File: src/rtl/mem_access_stage.sv
// MEM pipeline stage: turns the EX/MEM bundle into data-bus load/store requests,
// extracts/extends load data and registers the retiring result toward WB.
// An access in flight is never abandoned; a flush while waiting switches to a
// drain state that swallows the eventual response.
module mem_access_stage #(
  parameter int unsigned XLEN = 64,
  parameter int unsigned RD_W = 5
) (
  input  logic            clk,
  input  logic            reset,
  input  logic            in_valid,
  input  logic            in_is_load,
  input  logic            in_is_store,
  input  logic [XLEN-1:0] in_alu,
  input  logic [XLEN-1:0] in_wdata,
  input  logic [1:0]      in_size,
  input  logic            in_unsigned,
  input  logic [RD_W-1:0] in_rd,
  input  logic            in_wen,
  input  logic            flush,
  output logic            stall,
  output logic            dbus_valid,
  output logic            dbus_write,
  output logic [XLEN-1:0] dbus_addr,
  output logic [1:0]      dbus_size,
  output logic [7:0]      dbus_strobe,
  output logic [XLEN-1:0] dbus_wdata,
  input  logic            dbus_data_ok,
  input  logic [XLEN-1:0] dbus_rdata,
  output logic            out_valid,
  output logic [XLEN-1:0] out_result,
  output logic [RD_W-1:0] out_rd,
  output logic            out_wen,
  output logic            out_misalign
);

  typedef enum logic [1:0] {StIdle, StWait, StDrain} state_e;

  state_e state_q, state_d;

  // Latched request fields, stable for the whole bus transaction
  logic [XLEN-1:0] addr_q, addr_d;
  logic [XLEN-1:0] wdata_q, wdata_d;
  logic [1:0]      size_q, size_d;
  logic [7:0]      strobe_q, strobe_d;
  logic            uns_q, uns_d;
  logic            write_q, write_d;
  logic            wen_q, wen_d;
  logic [RD_W-1:0] rd_q, rd_d;

  // MEM/WB bundle registers
  logic            out_valid_q, out_valid_d;
  logic [XLEN-1:0] out_result_q, out_result_d;
  logic [RD_W-1:0] out_rd_q, out_rd_d;
  logic            out_wen_q, out_wen_d;
  logic            out_misalign_q, out_misalign_d;

  logic            mem_op;
  logic            misalign;
  logic            launch;
  logic            retire_alu;
  logic [7:0]      strobe_base;
  logic [7:0]      launch_strobe;
  logic [XLEN-1:0] launch_wdata;
  logic [XLEN-1:0] ld_shifted;
  logic [XLEN-1:0] ld_value;

  assign mem_op     = in_valid & (in_is_load | in_is_store);
  assign launch     = (state_q == StIdle) & mem_op & ~misalign & ~flush;
  // A non-memory instruction sitting in EX/MEM that may leave this cycle
  assign retire_alu = in_valid & ~mem_op & ~flush;

  // Natural-alignment check: address must be a multiple of the access size
  always_comb begin
    misalign = 1'b0;
    unique case (in_size)
      2'd0: misalign = 1'b0;
      2'd1: misalign = in_alu[0];
      2'd2: misalign = |in_alu[1:0];
      2'd3: misalign = |in_alu[2:0];
    endcase
  end

  // Byte-enable mask of the access size before lane alignment
  always_comb begin
    strobe_base = 8'h00;
    unique case (in_size)
      2'd0: strobe_base = 8'h01;
      2'd1: strobe_base = 8'h03;
      2'd2: strobe_base = 8'h0F;
      2'd3: strobe_base = 8'hFF;
    endcase
  end

  assign launch_strobe = strobe_base << in_alu[2:0];
  assign launch_wdata  = in_wdata << {in_alu[2:0], 3'b000};

  // Load data: move the addressed bytes down to lane 0, then extend
  assign ld_shifted = dbus_rdata >> {addr_q[2:0], 3'b000};

  always_comb begin
    ld_value = ld_shifted;
    unique case (size_q)
      2'd0: ld_value = {{(XLEN-8){~uns_q & ld_shifted[7]}}, ld_shifted[7:0]};
      2'd1: ld_value = {{(XLEN-16){~uns_q & ld_shifted[15]}}, ld_shifted[15:0]};
      2'd2: ld_value = {{(XLEN-32){~uns_q & ld_shifted[31]}}, ld_shifted[31:0]};
      2'd3: ld_value = ld_shifted;
    endcase
  end

  // FSM state register
  always_ff @(posedge clk or negedge reset) begin
    if (!reset) begin
      state_q <= StIdle;
    end else begin
      state_q <= state_d;
    end
  end

  // FSM next state: a launched access waits for data_ok; flush diverts to drain
  always_comb begin
    state_d = state_q;
    unique case (state_q)
      StIdle: begin
        if (launch) state_d = StWait;
      end
      StWait: begin
        if (dbus_data_ok) begin
          state_d = StIdle;
        end else if (flush) begin
          state_d = StDrain;
        end
      end
      StDrain: begin
        if (dbus_data_ok) state_d = StIdle;
      end
      default: state_d = StIdle;
    endcase
  end

  // FSM outputs: bus request valid and the EX/MEM hold
  always_comb begin
    dbus_valid = 1'b0;
    stall      = 1'b0;
    unique case (state_q)
      StIdle: begin
        stall = launch;
      end
      StWait: begin
        dbus_valid = 1'b1;
        // A flushed instruction need not be held; EX/MEM moves on
        stall      = ~dbus_data_ok & ~flush;
      end
      StDrain: begin
        dbus_valid = 1'b1;
        // New memory op waits one more cycle so it can launch from idle
        stall      = ~flush & (~dbus_data_ok | mem_op);
      end
      default: begin
        dbus_valid = 1'b0;
        stall      = 1'b0;
      end
    endcase
    stall = stall & reset;
  end

  // Request field capture at launch
  always_comb begin
    addr_d   = addr_q;
    wdata_d  = wdata_q;
    size_d   = size_q;
    strobe_d = strobe_q;
    uns_d    = uns_q;
    write_d  = write_q;
    wen_d    = wen_q;
    rd_d     = rd_q;
    if (launch) begin
      addr_d   = in_alu;
      wdata_d  = launch_wdata;
      size_d   = in_size;
      strobe_d = in_is_store ? launch_strobe : 8'h00;
      uns_d    = in_unsigned;
      write_d  = in_is_store;
      wen_d    = in_wen;
      rd_d     = in_rd;
    end
  end

  // Request field registers
  always_ff @(posedge clk or negedge reset) begin
    if (!reset) begin
      addr_q   <= '0;
      wdata_q  <= '0;
      size_q   <= '0;
      strobe_q <= '0;
      uns_q    <= 1'b0;
      write_q  <= 1'b0;
      wen_q    <= 1'b0;
      rd_q     <= '0;
    end else begin
      addr_q   <= addr_d;
      wdata_q  <= wdata_d;
      size_q   <= size_d;
      strobe_q <= strobe_d;
      uns_q    <= uns_d;
      write_q  <= write_d;
      wen_q    <= wen_d;
      rd_q     <= rd_d;
    end
  end

  // Retirement: out_valid pulses for one cycle, other fields hold otherwise
  always_comb begin
    out_valid_d    = 1'b0;
    out_result_d   = out_result_q;
    out_rd_d       = out_rd_q;
    out_wen_d      = out_wen_q;
    out_misalign_d = out_misalign_q;
    unique case (state_q)
      StIdle: begin
        if (retire_alu) begin
          out_valid_d    = 1'b1;
          out_result_d   = in_alu;
          out_rd_d       = in_rd;
          out_wen_d      = in_wen;
          out_misalign_d = 1'b0;
        end else if (mem_op & misalign & ~flush) begin
          out_valid_d    = 1'b1;
          out_result_d   = in_alu;
          out_rd_d       = in_rd;
          out_wen_d      = 1'b0;
          out_misalign_d = 1'b1;
        end
      end
      StWait: begin
        if (dbus_data_ok & ~flush) begin
          out_valid_d    = 1'b1;
          out_rd_d       = rd_q;
          out_misalign_d = 1'b0;
          out_wen_d      = write_q ? 1'b0 : wen_q;
          out_result_d   = write_q ? '0 : ld_value;
        end
      end
      StDrain: begin
        // Response is dropped; a waiting ALU instruction may retire alongside
        if (dbus_data_ok & retire_alu) begin
          out_valid_d    = 1'b1;
          out_result_d   = in_alu;
          out_rd_d       = in_rd;
          out_wen_d      = in_wen;
          out_misalign_d = 1'b0;
        end
      end
      default: out_valid_d = 1'b0;
    endcase
  end

  // MEM/WB output registers
  always_ff @(posedge clk or negedge reset) begin
    if (!reset) begin
      out_valid_q    <= 1'b0;
      out_result_q   <= '0;
      out_rd_q       <= '0;
      out_wen_q      <= 1'b0;
      out_misalign_q <= 1'b0;
    end else begin
      out_valid_q    <= out_valid_d;
      out_result_q   <= out_result_d;
      out_rd_q       <= out_rd_d;
      out_wen_q      <= out_wen_d;
      out_misalign_q <= out_misalign_d;
    end
  end

  assign dbus_write   = write_q;
  assign dbus_addr    = addr_q;
  assign dbus_size    = size_q;
  assign dbus_strobe  = strobe_q;
  assign dbus_wdata   = wdata_q;

  assign out_valid    = out_valid_q;
  assign out_result   = out_result_q;
  assign out_rd       = out_rd_q;
  assign out_wen      = out_wen_q;
  assign out_misalign = out_misalign_q;

endmodule
File: config.mk
export PLATFORM = sky130hd
export DESIGN_NAME = mem_access_stage
export DESIGN_NICKNAME = d
export VERILOG_FILES = /design/src/rtl/mem_access_stage.sv
export SDC_FILE = /design/constraint.sdc
export NUM_CORES = 1
export LEC_CHECK = 0
export ABC_AREA = 0
export BUFFER_PORTS_ARGS = -buffer_cell sky130_fd_sc_hd__buf_2
export CAP_MARGIN = 10
export CORE_MARGIN = 2
export CORE_UTILIZATION = 25
export DETAILED_ROUTE_END_ITERATION = 6
export PLACE_DENSITY = 0.44
export SLEW_MARGIN = 20
export SYNTH_ARGS = -nofsm -noshare
export SYNTH_HDL_FRONTEND = slang
export SYNTH_SLANG_ARGS = --single-unit
File: constraint.sdc
create_clock -name clk -period 6.8 [get_ports clk]
set_clock_uncertainty 0.2 [all_clocks]
set_input_delay 0 -clock clk [delete_from_list [all_inputs] [get_ports clk]]
set_output_delay 0 -clock clk [all_outputs]
set_load 0.005 [all_outputs]
# Word level (Yosys, flattened, before mapping)
# Index checks and enable logic that the tools add are counted.
[totals]
regBits = 220
latchBits = 0
ram_bits = 0
rom_bits = 0
in_bits = 208
output_inout_bits = 213
wordCells = 101
memories = 0
[classes]
addsub = 0
mul = 0
n_div = 0
n_lt_le_gt_ge = 0
eq_ne = 14
shifts = 3
n_mux = 38
n_bitwise = 23
n_reduce_logical = 9
[op_table]
columns = ["cell", "count"]
rows = [
  ["$mux 64", 5],
  ["$pmux 64 s4", 1],
  ["$pmux 64 s3", 1],
  ["$shl 64x6->64", 1],
  ["$shr 64x6->64", 1],
  ["$pmux 8 s4", 1],
  ["$mux 5", 4],
  ["$and 1x1->1", 16],
  ["$pmux 5 s3", 1],
  ["$mux 1", 14],
  ["$pmux 1 s3", 4],
  ["$eq 2x2->1 const B", 5],
  ["$mux 2", 4],
  ["$mux 8", 1],
  ["$ne 2x2->1 const B", 4],
  ["$shl 8x3->8", 1],
  ["$eq 2x1->1 const B", 3],
  ["$logic_not 2->1", 3],
  ["$pmux 2 s3", 1],
  ["$not 1->1", 5],
  ["$pmux 1 s4", 1],
  ["$reduce_and 4->1", 1],
  ["$reduce_or 2->1", 2],
  ["$ne 3x2->1 const B", 1],
  ["other kinds (5)", 6],
]

# Depth between registers and ports, before layout
# Gate-level depths: netlist of the first run.
[logic_depth]
word_depth = 8
depth_mapped = 10
ltp_nobuf = 7

# Worst setup path after synthesis of the first run
# Ideal clock, no wire load.
[synth_timing]
kind = "register -> register"
startpoint = "register addr_q[1] (netlist: dbus_addr[1])"
endpoint = "register out_result_q[52] (netlist: out_result[52])"
setup_ns = 0.131
t_arrival_ns = 1.843
t_required_ns = 6.469
slack_ns = 4.625
path_stages_with_launch = 10
n_path_buf = 4
synth_period_minus_slack_ns = 2.175
path_cell_list = "dfrtp_1 > buf_2 > buf_6 > mux2i_1 > o211ai_1 > a31o_2 > buf_6 > buf_2 > nor3_1 > o221ai_2"
[synth_via]
elab_chain_len = 6
elab_cells_between_ends = 8
cone_classes = "shift (1); mux (4); bitwise (3)"
[synth_lines]
columns = ["element", "line_no", "source"]
rows = [
  ["from (decl)", "42", "logic [XLEN-1:0] addr_q, addr_d;"],
  ["from (signal assigned)", "201", "addr_q <= addr_d;"],
  ["$shr 64x6->64 *", "99", "assign ld_shifted = dbus_rdata >> {addr_q[2:0], 3'b000};"],
  ["$and 1x1->1, on equally long branches", "106, 104, 105", ""],
  ["$pmux 64 s4 *", "103", "unique case (size_q)"],
  ["$mux 64 *", "241", "out_result_d = write_q ? '0 : ld_value;"],
  ["$mux 64 *", "236", "if (dbus_data_ok & ~flush) begin"],
  ["$pmux 64 s3 *", "219", "unique case (state_q)"],
  ["to (signal assigned)", "268", "out_result_q <= out_result_d;"],
  ["to (decl)", "53", "logic [XLEN-1:0] out_result_q, out_result_d;"],
]
# Every way passes the cells marked *; elsewhere a longest branch is shown, timed or not. The select of a mux whose other input is x is not followed.
# A chain may end at the register's enable or synchronous reset.

# Final worst setup path of the first run
[layout_timing]
startpoint = "register addr_q[1] (netlist: dbus_addr[1])"
endpoint = "register out_result_q[38] (netlist: out_result[38])"
# The elaborated chain is that of the path after synthesis.

==> results.md, run 1 <==
- Reg-to-reg critical path startpoint: dbus_addr[1]
- Synthesized netlist net count: 1475
- Ordered cell list for the critical path: mux2i_1 -> dlygate4sd3_1 -> nand2_1 -> a31o_2 -> nand3_4 -> o221ai_1
- Detailed placer's ending HPWL: around 40000 um
- Sum Neg Setup Slack: 0 ns
- Area occupied by registers: between 5000 and 6000 um2
- Wire length on met1: around 23000 um
- FFs w/ async S/R, synth: 100.0%
- Post-synthesis instance area: 12600 um2
- Worst relative slew slack: 25.82%
- Type of destination of the critical path: flip-flop
- Endpoint required time on the critical path: 7.07 ns
- Final #Nets: 2078
- Setup Buffers After CTS: 0
- Setup repair after global routing missed its margin: false
- Capturing point of the worst reg2reg path: out_result[38]
- Static leakage power: 8.562 nW
- First-pass GRT wire length: 85480 um
- Flop-to-flop setup slack: ~3 ns
- Highest ir drop seen on vdd: about 0.00021 V
- Pin count of the biggest net entering global routing: 224
- Standard cell with the maximum stage delay on the critical path: dfrtp_4
- Fraction of layout instances using a drive strength above 1: 32.93%
- Count of endpoints failing hold in the final timing report: 0
- Fmax achieved: 0.2687 GHz
- Post-detailed-route DRC marker count: 0
- # H-tree levels: 1
- Vias per cell: 4.980
- Yosys synthesis warning count: 0
- Clock Sinks: 220
- Gate Count Post-Synth: 1262
- Layout-stage area growth over the synthesis result: 48.82%
- EDFF count, synth: 0
- Via count of the routed design: between 10000 and 15000
- Leading cell types in the layout, fill and taps excluded: 418 x buf_2, 257 x dlygate4sd3_1, 218 x dfrtp_1, 164 x nand2_1, 112 x o21ai_0
- Gpl congestion: 0.8683
- Number of storage elements in the synthesis netlist: 220
- DRC marker count from the first detailed-route iteration: 932
- Worst hold path class: in2reg
- Power per cell area: between 400 and 500 nW/um2
- Final worst-path cycle share: 54.73%
- Overflow left after global routing: 0
- Initial antenna violation count: 1
- Die Area: 52230 um2
- Reg clk slew, reported paths: 0.06 ns
- Count of maximum capacitance violations: 0
- # fillers: slightly above 5000
- Routed wl met3: roughly 3600 um
- Standard cell core area: 49970 um2
- Start point of the worst hold path: in_alu[61]
- Wire per inst: 22.16 um
- Hold-critical path endpoint: dbus_addr[61]
- Area of combinational cells with multiple inputs: 6515 um2
- Run status: finished clean
- Slew of the pin with the lowest slew margin: 1.113 ns
- Die Height: 228.5 um
- Cell depth of the worst min-delay path: 3
- Max-slew violation count: 0
- Library cells used by synthesis: 53
- CTS root buffer: clkbuf_16
- DRT Wirelength: 56710 um
- Post-layout minimum cycle time: 3.721 ns
- Data arrival, critical path: 3.99 ns
- Die extent in x: 228.5 um
- Worst-case reg-to-reg path depth: 6
- Clock tree from TritonCTS: yes
- Port Buffer Count: 420
- Number of top-level pins: 421
- Detailed route wirelength on metal2: 28010 um
- Global-route total usage across every layer: between 20% and 30%
- Worst slack after detailed placement: 3.454 ns
- Type of the worst setup path: reg2reg
- Setup violation total in the final timing report: 0
- Leading cell type in the layout, fill and taps excluded: buf_2
- First-pass detailed-route iteration total: 5
- Largest incremental delay on the critical path: approximately 1.1 ns
- Largest fanout of any net on the critical path: 70
- Clock Path Buffers: 3
- Initial cell density of the core: approximately 25%
- Highest metal layer with signal wires: met4
- Number of global-route vias before repair: about 13000
- Category of the worst setup path launch point: flip-flop
- Synth Flop Type: dfrtp_1
- ANT nets after route: 0
- Sequential element share of the synthesized area: roughly 44%
- Final Hold Slack: about 0.030 ns
- Final setup margin: just over 3 ns
- Placement Rows: 82
- Latest clock arrival within the worst-skew pair: ~0.57 ns
- Total clock buffers created by CTS: 29
- Synthesized area per cell: 9.988 um2
registers in the layout, summed over array words and instances (netlist names), 2 cells and up:
| name | flops |
|---|---|
| state_q | 2 |
| out_rd | 5 |
| dbus_strobe | 8 |
| dbus_addr | 64 |
| dbus_size | 2 |
| out_result | 64 |
| rd_q | 5 |
| dbus_wdata | 64 |
cell type report:
| class | instances | area share, % |
|---|---|---|
| antenna | 1 | 0.01334 |
| clock buffer | 43 | 4.469 |
| clock inverter | 9 | 0.9472 |
| inverter | 9 | 0.1801 |
| multi-input combinational | 912 | 34.73 |
| sequential | 220 | 29.38 |
| tap | 672 | 4.482 |
| timing repair buffer | 693 | 25.80 |
synthesized netlist by cell type (all sizes together), types with 2 or more instances:
cell | count | area [um2]
o21ai | 127 | 639.4
clkbuf | 61 | 229.0
a31oi | 23 | 143.9
o211ai | 2 | 15.01
o21a | 19 | 142.6
dfrtp | 220 | 5505
o22a | 8 | 70.07
mux2 | 104 | 1171
a211oi | 54 | 405.4
nor3 | 9 | 50.05
a32oi | 2 | 17.52
o221ai | 33 | 301.5
nand3 | 6 | 42.54
a2bb2oi | 8 | 70.07
a21o | 2 | 15.01
a21oi | 60 | 304.0
mux4 | 16 | 360.4
ha | 5 | 62.56
nor2 | 49 | 186.4
mux2i | 100 | 1001
and3 | 3 | 18.77
or2 | 4 | 25.03
o41ai | 2 | 17.52
inv | 9 | 33.79
o2bb2ai | 13 | 113.9
nand2b | 9 | 56.30
nand3b | 2 | 15.01
a22oi | 3 | 22.52
a31o | 2 | 17.52
o31ai | 34 | 255.2
nor2b | 20 | 125.1
nand2 | 164 | 615.6
buf | 60 | 339.1
o22ai | 16 | 100.1
and2 | 7 | 43.79
worst max path at each step:
stage | startpoint | to
2_1_floorplan | dbus_addr[1] | out_result[52]
3_5_place_dp | dbus_addr[1] | out_result[38]
6_report | dbus_addr[1] | out_result[38]
3_3_place_gp | dbus_addr[1] | out_result[38]
4_1_cts | dbus_addr[1] | out_result[38]
5_1_grt | in_alu[0] | dbus_wdata[36]
repair_timing:
action | in CTS | in global routing
hold buffers | 258 | 0
resized for setup | 0 | 0
endpoints found under the setup margin | 0 | 0
hold endpoints to repair | 312 | 0
metrics by stage:
stage | util [%] | total power, mW | std cells | instance area (um2)
floorplan | - | 4.620 | 1262 | 12600
global placement | 30.30 | 6.106 | 2248 | 15140
detailed placement | 30.30 | 6.156 | 2248 | 15140
CTS | 37.54 | 8.073 | 2558 | 18760
global route | 37.54 | 8.532 | 2558 | 18760
finish | 37.54 | 7.990 | 2559 | 18760
where the power goes:
group / total, mW / internal (mW) / switching [mW]
Clock: 1.65 / 1.04 / 0.619
Combinational: 3.95 / 1.72 / 2.23
Sequential: 2.38 / 1.93 / 0.453
worst max-delay path, delay by kind of cell, from the launching register on:
| family | cells | cell delay, ns |
|---|---|---|
| AOI/OAI and AO/OA | 2 | 0.89 |
| buffers and inverters | 1 | 0.63 |
| DFF | 1 | 1.06 |
| muxes | 1 | 0.24 |
| and+or+nand+nor | 2 | 0.55 |
logic make-up after synthesis:
logic type               count (synthesis)  synth area share [%]
AO/OA/AOI/OAI                          411                 21.38
AND/OR/NAND/NOR                        275                 9.510
multiplexers                           220                 20.09
flip-flops                             220                 43.68
buffers and inverters                  130                 4.775
adder cells (fa/ha/maj)                  5                0.4963
XOR/XNOR                                 1               0.06950
metal layers:
layer / track usage (%) / vias up
met5: 0 / -
met4: 7.230 / 0
met3: 4.142 / 84
met2: 36.88 / 452
met1: 25.88 / 6333
li1: - / 5876
Power figures use the tool's default switching activity.
==> run 2, diff against run 1 <==
Settings changed: ABC_AREA 0 to 1.
Clock period 6.8 ns to 3.6 ns, I/O delays scaled along.
==> run 2 against run 1 <==
Die area increased by 4.2%. Sequential share of layout area shrank 1.5 points. Non-clock buffer count rose by 54. Routed wire length is 8.1% higher. Largest cell class unchanged.
==> results.md, run 2 <==
- Reg-to-reg critical path startpoint: dbus_addr[1]
- Power per cell area: 781.6 nW/um2 (+84%)
- Total clock buffers created by CTS: 29 (unchanged)
- Part of the power in registers: 27.8% (-2.0 points)
- Fraction of power consumed by combinational cells: 53.1% (+3.6 points)
- Count of endpoints failing hold in the final timing report: 0 (unchanged)
- Number of top-level pins: 421 (unchanged)
- Sum Neg Setup Slack: 0 ns (unchanged)
- Yosys synthesis warning count: 0 (unchanged)
- Slew of the pin with the lowest slew margin: 0.9914 ns (-0.1213 ns)
- Run status: finished clean
- Standard cell core area: 52240 um2 (+4.5%)
- Number of global-route vias before repair: 15620 (+18%)
- Leading cell types by total area after synthesis: dfrtp_1 42%, nand2_1 18%, nand3_1 8.0%
- DRC marker count from the first detailed-route iteration: 944 (+1.3%)
- Category of the worst setup path launch point: flip-flop
- Post-layout minimum cycle time: 3.446 ns (-0.2758 ns)
- Reg clk slew, reported paths: 0.07 ns (about the same)
- Setup repair after global routing missed its margin: false
- EDFF count, synth: 0 (unchanged)
- Top-area cell type share of the netlist area: 41.90% (-1.8 points)
- Layout-stage area growth over the synthesis result: 50.43%
- CP dominant cell by count: dlygate4sd3_1
- Setup Buffers After CTS: 0 (unchanged)
- First-pass detailed-route iteration total: 5 (unchanged)
- Flop-to-flop setup slack: 0.15 ns (-2.92 ns)
- Synthesized netlist net count: 2155 (+46%)
- Latest clock arrival within the worst-skew pair: 0.58 ns (about the same)
- Worst-case reg-to-reg path depth: 10 (+4)
- Clock Path Buffers: 3 (unchanged)
- Max-slew violation count: 0 (unchanged)
- Placement Rows: 84 (+2.4%)
- FFs w/ async S/R, synth: 100.0% (unchanged)
- Type of the worst setup path: reg2reg
- Initial antenna violation count: 9 (+8)
- Capturing point of the worst reg2reg path: out_result[3]
- Vias per cell: 4.731 (-5.0%)
- Die extent in x: 233.3 um (+2.1%)
- Final worst-path cycle share: 95.71% (+41 points)
- Final #Nets: 2789 (+34%)
- ANT nets after route: 0 (unchanged)
- Post-synthesis instance area: 13140 um2 (+4.2%)
- First-pass GRT wire length: 92660 um (+8.4%)
- Initial cell density of the core: 25.16% (-0.071 points)
- Post-detailed-route DRC marker count: 0 (unchanged)
- Final total power: 15.45 mW (+93%)
- Highest ir drop seen on vdd: 0.0006032 V (+180%)
- Detailed placer's ending HPWL: 44210 um (+10%)
- Standard cell with the maximum stage delay on the critical path: dlygate4sd3_1
- Die Area: 54410 um2 (+4.2%)
- Sequential element share of the synthesized area: 41.90% (-1.8 points)
- Clock tree from TritonCTS: yes
- Largest incremental delay on the critical path: 0.58 ns (-0.48 ns)
- Synthesized area per cell: 6.766 um2 (-32%)
- Number of storage elements in the synthesis netlist: 220 (unchanged)
- Pin count of the biggest net entering global routing: 114 (-49%)
- Most frequent cells after synthesis: 631 x nand2_1, 220 x dfrtp_1, 213 x nor2_1, 211 x nand3_1, 190 x o21ai_0
- DRT Wirelength: 61280 um (+8.1%)
- Clock Sinks: 220 (unchanged)
- Leading cell type by number of instances after synthesis: nand2_1
- Type of destination of the critical path: flip-flop
- Cell area after placement: 15760 um2 (+4.1%)
- CTS root buffer: clkbuf_16
- P_sw: 6.751 mW (+100%)
- Cell depth of the worst min-delay path: 6 (+3)
- Synth Flop Type: dfrtp_1
- Part of the power in the clock network: 19.1% (-1.6 points)
- Static leakage power: 9.924 nW (+16%)
- Gpl congestion: 0.9196 (+5.9%)
- Largest fanout of any net on the critical path: 41 (-41%)
- Leading cell type in the layout, fill and taps excluded: nand2_1
- Port Buffer Count: 420 (unchanged)
- Switching Share: 43.69% (+2.4 points)
- Cell internal pwr: 8.700 mW (+85%)
- Ordered cell list for the critical path: inv_4 -> buf_12 -> nand3_1 -> dlygate4sd3_1 -> a21oi_1 -> dlygate4sd3_1 -> o22ai_1 -> dlygate4sd3_1 -> nand2_1 -> nand2_1
- Via count of the routed design: 15564 (+22%)
- Gate Count Post-Synth: 1942 (+54%)
- Cell taking the most area after synthesis: dfrtp_1
- Overflow left after global routing: 0 (unchanged)
- Global-route total usage across every layer: 21.97% (+0.86 points)
- # H-tree levels: 1 (unchanged)
- Final Hold Slack: 0.01037 ns (-0.01957 ns)
- Setup violation total in the final timing report: 0 (unchanged)
- Hold-critical path endpoint: dbus_wdata[24]
- Die Height: 233.3 um (+2.1%)
- Worst relative slew slack: 33.83% (+8.0 points)
- Start point of the worst hold path: in_wdata[24]
- Count of maximum capacitance violations: 0 (unchanged)
- Leading cell types in the layout, fill and taps excluded: 629 x nand2_1, 419 x buf_2, 298 x dlygate4sd3_1, 218 x dfrtp_1, 213 x nor2_1
- Wire per inst: 18.63 um (-16%)
- Data arrival, critical path: 3.71 ns (-0.28 ns)
- Fmax achieved: 0.2902 GHz (+8.0%)
- Endpoint required time on the critical path: 3.87 ns (-3.20 ns)
- Final design instance area without fill: 19770 um2 (+5.4%)
- Start point of the critical path: dbus_addr[1]
- Library cells used by synthesis: 33 (-38%)
- Worst hold path class: in2reg
- Fraction of layout instances using a drive strength above 1: 20.29% (-13 points)
## run 2: worst max-delay path, delay by kind of cell, from the launching register on
kind / cells / cell delay [ns]
buf+inv: 5 / 2.26
flops: 1 / 0.42
compound gates: 2 / 0.23
simple gates: 3 / 0.21
## run 2: layout make-up
class                      count  area, um2
clock inverter                10      107.6
timing repair buffer         747       5433
tap                          688      860.8
multi-input combinational   1455       6536
inverter                     123      464.2
clock buffer                  42      844.6
antenna                        5      12.51
fill                        5712      32470
sequential                   220       5508
## run 2: cell families (layout without fill, tap and decap cells)
| family | after synthesis | count (layout) | share of synthesized area [%] |
|---|---|---|---|
| buf+inv | 267 | 922 | 8.675 |
| other cells | 0 | 5 | 0 |
| flops | 220 | 220 | 41.90 |
| simple gates | 1078 | 1078 | 33.35 |
| fa+ha+maj | 5 | 5 | 0.4761 |
| mux | 7 | 7 | 0.5333 |
| compound gates | 365 | 365 | 15.07 |
## run 2: layer usage
| metal | track usage [%] | vias up | wire length [um] |
|---|---|---|---|
| li1 | - | 7579 | - |
| met1 | 26.31 | 7411 | 25510 |
| met2 | 38.87 | 462 | 29870 |
| met3 | 4.553 | 102 | 3810 |
| met4 | 7.484 | 10 | 2029 |
| met5 | 0 | - | 58 |
## run 2: timing repair
item	in CTS	in global routing
hold buffers	300	0
resized for setup	0	6
hold endpoints to repair	437	0
endpoints found under the setup margin	0	46
## run 2: power groups by stage
stage / Clock [mW] / Sequential (mW) / Combinational [mW]
after detailed placement: 0 / 4.33 / 7.46
final: 2.95 / 4.29 / 8.21
after global placement: 0 / 4.29 / 7.44
after floorplan: 0 / 4.34 / 4.37
after global routing: 3.15 / 4.43 / 9.22
after CTS: 3.04 / 4.30 / 8.28
## run 2: metrics by stage
step	utilization [%]	cells	setup slack, ns
2_1_floorplan	-	1942	1.629
3_3_place_gp	30.18	2933	0.8030
3_5_place_dp	30.18	2933	0.7847
4_1_cts	37.78	3285	0.04782
5_1_grt	37.83	3287	0.01832
6_report	37.84	3290	0.1544
## run 2: worst max-delay path by stage
stage / slack [ns] / depth (start not counted) / end
2_1_floorplan: 1.63 / 11 / out_result[43]
3_3_place_gp: 0.80 / 7 / out_result[44]
3_5_place_dp: 0.78 / 7 / out_result[54]
4_1_cts: 0.05 / 12 / dbus_wdata[34]
5_1_grt: 0.02 / 12 / out_result[54]
6_report: 0.15 / 10 / out_result[3]
==> run 3, diff against run 2 <==
Settings changed: CTS_BUF_LIST set to sky130_fd_sc_hd__clkbuf_8.
==> run 3 against run 2 <==
Design area grew 4.8%. Non-clock buffer count grew 78. Combinational power grew 2%. Global-route usage grew 0.56 points. Die area is the same. Sequential share of layout area shrank 1.3 points. Critical path type unchanged.
==> results.md, run 3 (synthesis results as in run 2) <==
- Run status: finished clean
- Pin count of the biggest net entering global routing: 114 (unchanged)
- Setup Buffers After CTS: 0 (unchanged)
- Via count of the routed design: 16001 (+2.8%)
- Power per cell area: 772.2 nW/um2 (-1.2%)
- Final #Nets: 2884 (+3.4%)
- Data arrival, critical path: 3.78 ns (+0.07 ns)
- Clock tree from TritonCTS: yes
- Reg clk slew, reported paths: 0.06 ns (about the same)
- Die Area: 54410 um2 (unchanged)
- Start point of the critical path: dbus_addr[1]
- Die extent in x: 233.3 um (unchanged)
- Largest fanout of any net on the critical path: 41 (unchanged)
- Layout-stage area growth over the synthesis result: 57.67%
- Number of top-level pins: 421 (unchanged)
- Setup repair after global routing missed its margin: false
- Static leakage power: 10.34 nW (+4.2%)
- # H-tree levels: 2 (+1)
- Standard cell with the maximum stage delay on the critical path: dlygate4sd3_1
- Worst relative slew slack: 33.80% (about the same)
- Reg-to-reg critical path startpoint: dbus_addr[1]
- Slew of the pin with the lowest slew margin: 0.9919 ns (+0.0004748 ns)
- Count of endpoints failing hold in the final timing report: 0 (unchanged)
- Vias per cell: 4.716 (-0.31%)
- Latest clock arrival within the worst-skew pair: 0.62 ns (+0.04 ns)
- Total clock buffers created by CTS: 46 (+59%)
- CP dominant cell by count: dlygate4sd3_1
- Initial antenna violation count: 8 (-1)
- DRT Wirelength: 62540 um (+2.1%)
- First-pass detailed-route iteration total: 5 (unchanged)
- Leading cell types in the layout, fill and taps excluded: 629 x nand2_1, 419 x buf_2, 376 x dlygate4sd3_1, 218 x dfrtp_1, 213 x nor2_1
- Setup violation total in the final timing report: 0 (unchanged)
- Clock Path Buffers: 3 (unchanged)
- Fraction of layout instances using a drive strength above 1: 20.50% (+0.21 points)
- Part of the power in registers: 26.8% (-1.0 points)
- Highest ir drop seen on vdd: 0.0003583 V (-41%)
- DRC marker count from the first detailed-route iteration: 905 (-4.1%)
- Switching Share: 42.94% (-0.75 points)
- Die Height: 233.3 um (unchanged)
- Part of the power in the clock network: 20.7% (+1.6 points)
- Start point of the worst hold path: in_alu[22]
- Post-layout minimum cycle time: 3.468 ns (+0.02280 ns)
- Global-route total usage across every layer: 22.53% (+0.56 points)
- Fraction of power consumed by combinational cells: 52.4% (-0.7 points)
- Detailed placer's ending HPWL: 44210 um (unchanged)
- Placement Rows: 84 (unchanged)
- Cell internal pwr: 9.128 mW (+4.9%)
- P_sw: 6.870 mW (+1.8%)
- Clock Sinks: 220 (unchanged)
- Final worst-path cycle share: 96.34% (+0.63 points)
- Worst hold path class: in2reg
- Endpoint required time on the critical path: 3.91 ns (+0.04 ns)
- First-pass GRT wire length: 94850 um (+2.4%)
- Largest incremental delay on the critical path: 0.58 ns (about the same)
- ANT nets after route: 0 (unchanged)
- # fillers: 5634 (-1.4%)
- Overflow left after global routing: 0 (unchanged)
- Final total power: 16.00 mW (+3.5%)
- Count of maximum capacitance violations: 0 (unchanged)
- Number of global-route vias before repair: 16277 (+4.2%)
- Post-detailed-route DRC marker count: 0 (unchanged)
- Category of the worst setup path launch point: flip-flop
- Gpl congestion: 0.9196 (unchanged)
- Wire per inst: 18.43 um (-1.0%)
- Type of destination of the critical path: flip-flop
- Fmax achieved: 0.2883 GHz (-0.66%)
- Port Buffer Count: 420 (unchanged)
- Standard cell core area: 52240 um2 (unchanged)
- Initial cell density of the core: 25.16% (unchanged)
- Leading cell type in the layout, fill and taps excluded: nand2_1
- CTS root buffer: clkbuf_8
- Sum Neg Setup Slack: 0 ns (unchanged)
- Ordered cell list for the critical path: inv_4 -> buf_12 -> nand3_1 -> dlygate4sd3_1 -> a21oi_1 -> dlygate4sd3_1 -> o22ai_1 -> dlygate4sd3_1 -> nand2_1 -> nand2_1
- Type of the worst setup path: reg2reg
- Max-slew violation count: 0 (unchanged)
==> run 3: cell types whose count changed in the layout (fill, tap and decap cells not counted) <==
cell / before / now
buf_4: 19 / 18
clkbuf_8: 7 / 56
clkbuf_16: 29 / 0
buf_12: 7 / 8
inv_1: 102 / 108
clkinv_4: 1 / 0
clkinvlp_4: 0 / 3
clkinv_2: 6 / 4
clkbuf_1: 6 / 0
diode_2: 5 / 3
bufinv_16: 2 / 9
dlygate4sd3_1: 298 / 376
==> run 3: final cells by class <==
class	count	area (um2)	share of cell area [%]
Multi-Input combinational cell	1455	6536	31.55
Timing Repair Buffer	825	6226	30.05
Sequential cell	220	5508	26.59
Inverter	123	464.2	2.241
Clock buffer	56	770.7	3.720
Antenna cell	3	7.507	0.03624
Tap cell	688	860.8	4.155
Clock inverter	23	344.1	1.661
==> run 3: repair_timing <==
| action | in CTS | in global routing |
|---|---|---|
| endpoints found under the setup margin | 0 | 46 |
| hold endpoints to repair | 438 | 0 |
| resized for setup | 0 | 9 |
| hold buffers | 378 | 0 |
==> run 3: critical path: cells and delay by family (launching register included) <==
family	cells	cell delay, ns
DFF	1	0.42
and+or+nand+nor	3	0.22
buffers and inverters	5	2.27
AOI/OAI and AO/OA	2	0.24
==> run 3: metal layers <==
layer | GRT usage (%) | wire, um
met3 | 5.444 | 4112
met4 | 8.738 | 2376
met5 | 0 | 59
met1 | 26.42 | 25770
met2 | 39.45 | 30230
==> run 3: path summary, 6_finish.rpt <==
path,cells after the start,slack (ns),to
worst max register to register,10,0.13,out_result[3]
min in group asynchronous,4,0.37,dbus_addr[8]
worst max-delay path,10,0.13,out_result[3]
worst min-delay path,4,0.04,dbus_addr[22]
worst min register to register,2,0.27,out_result[6]
max in group asynchronous,4,2.37,dbus_strobe[0]
==> run 3: power groups by stage <==
stage / sequential (mW) / combinational (mW) / clock [mW]
after global placement: 4.29 / 7.44 / 0
final: 4.29 / 8.39 / 3.32
after global routing: 4.43 / 9.40 / 3.55
after floorplan: 4.34 / 4.37 / 0
after detailed placement: 4.33 / 7.46 / 0
after CTS: 4.30 / 8.42 / 3.43
==> run 3: through the flow <==
step | setup WS, ns | instances | area (um2) | hold slack [ns] | utilization [%]
final | 0.1316 | 3393 | 20720 | 0.04079 | 39.66
after floorplan | 1.629 | 1942 | 13140 | -0.4956 | -
after CTS | 0.03755 | 3390 | 20680 | 0.0002680 | 39.59
after detailed placement | 0.7847 | 2933 | 15760 | -0.1579 | 30.18
after global routing | 0.01553 | 3392 | 20710 | 0.03736 | 39.66
after global placement | 0.8030 | 2933 | 15760 | -0.1701 | 30.18
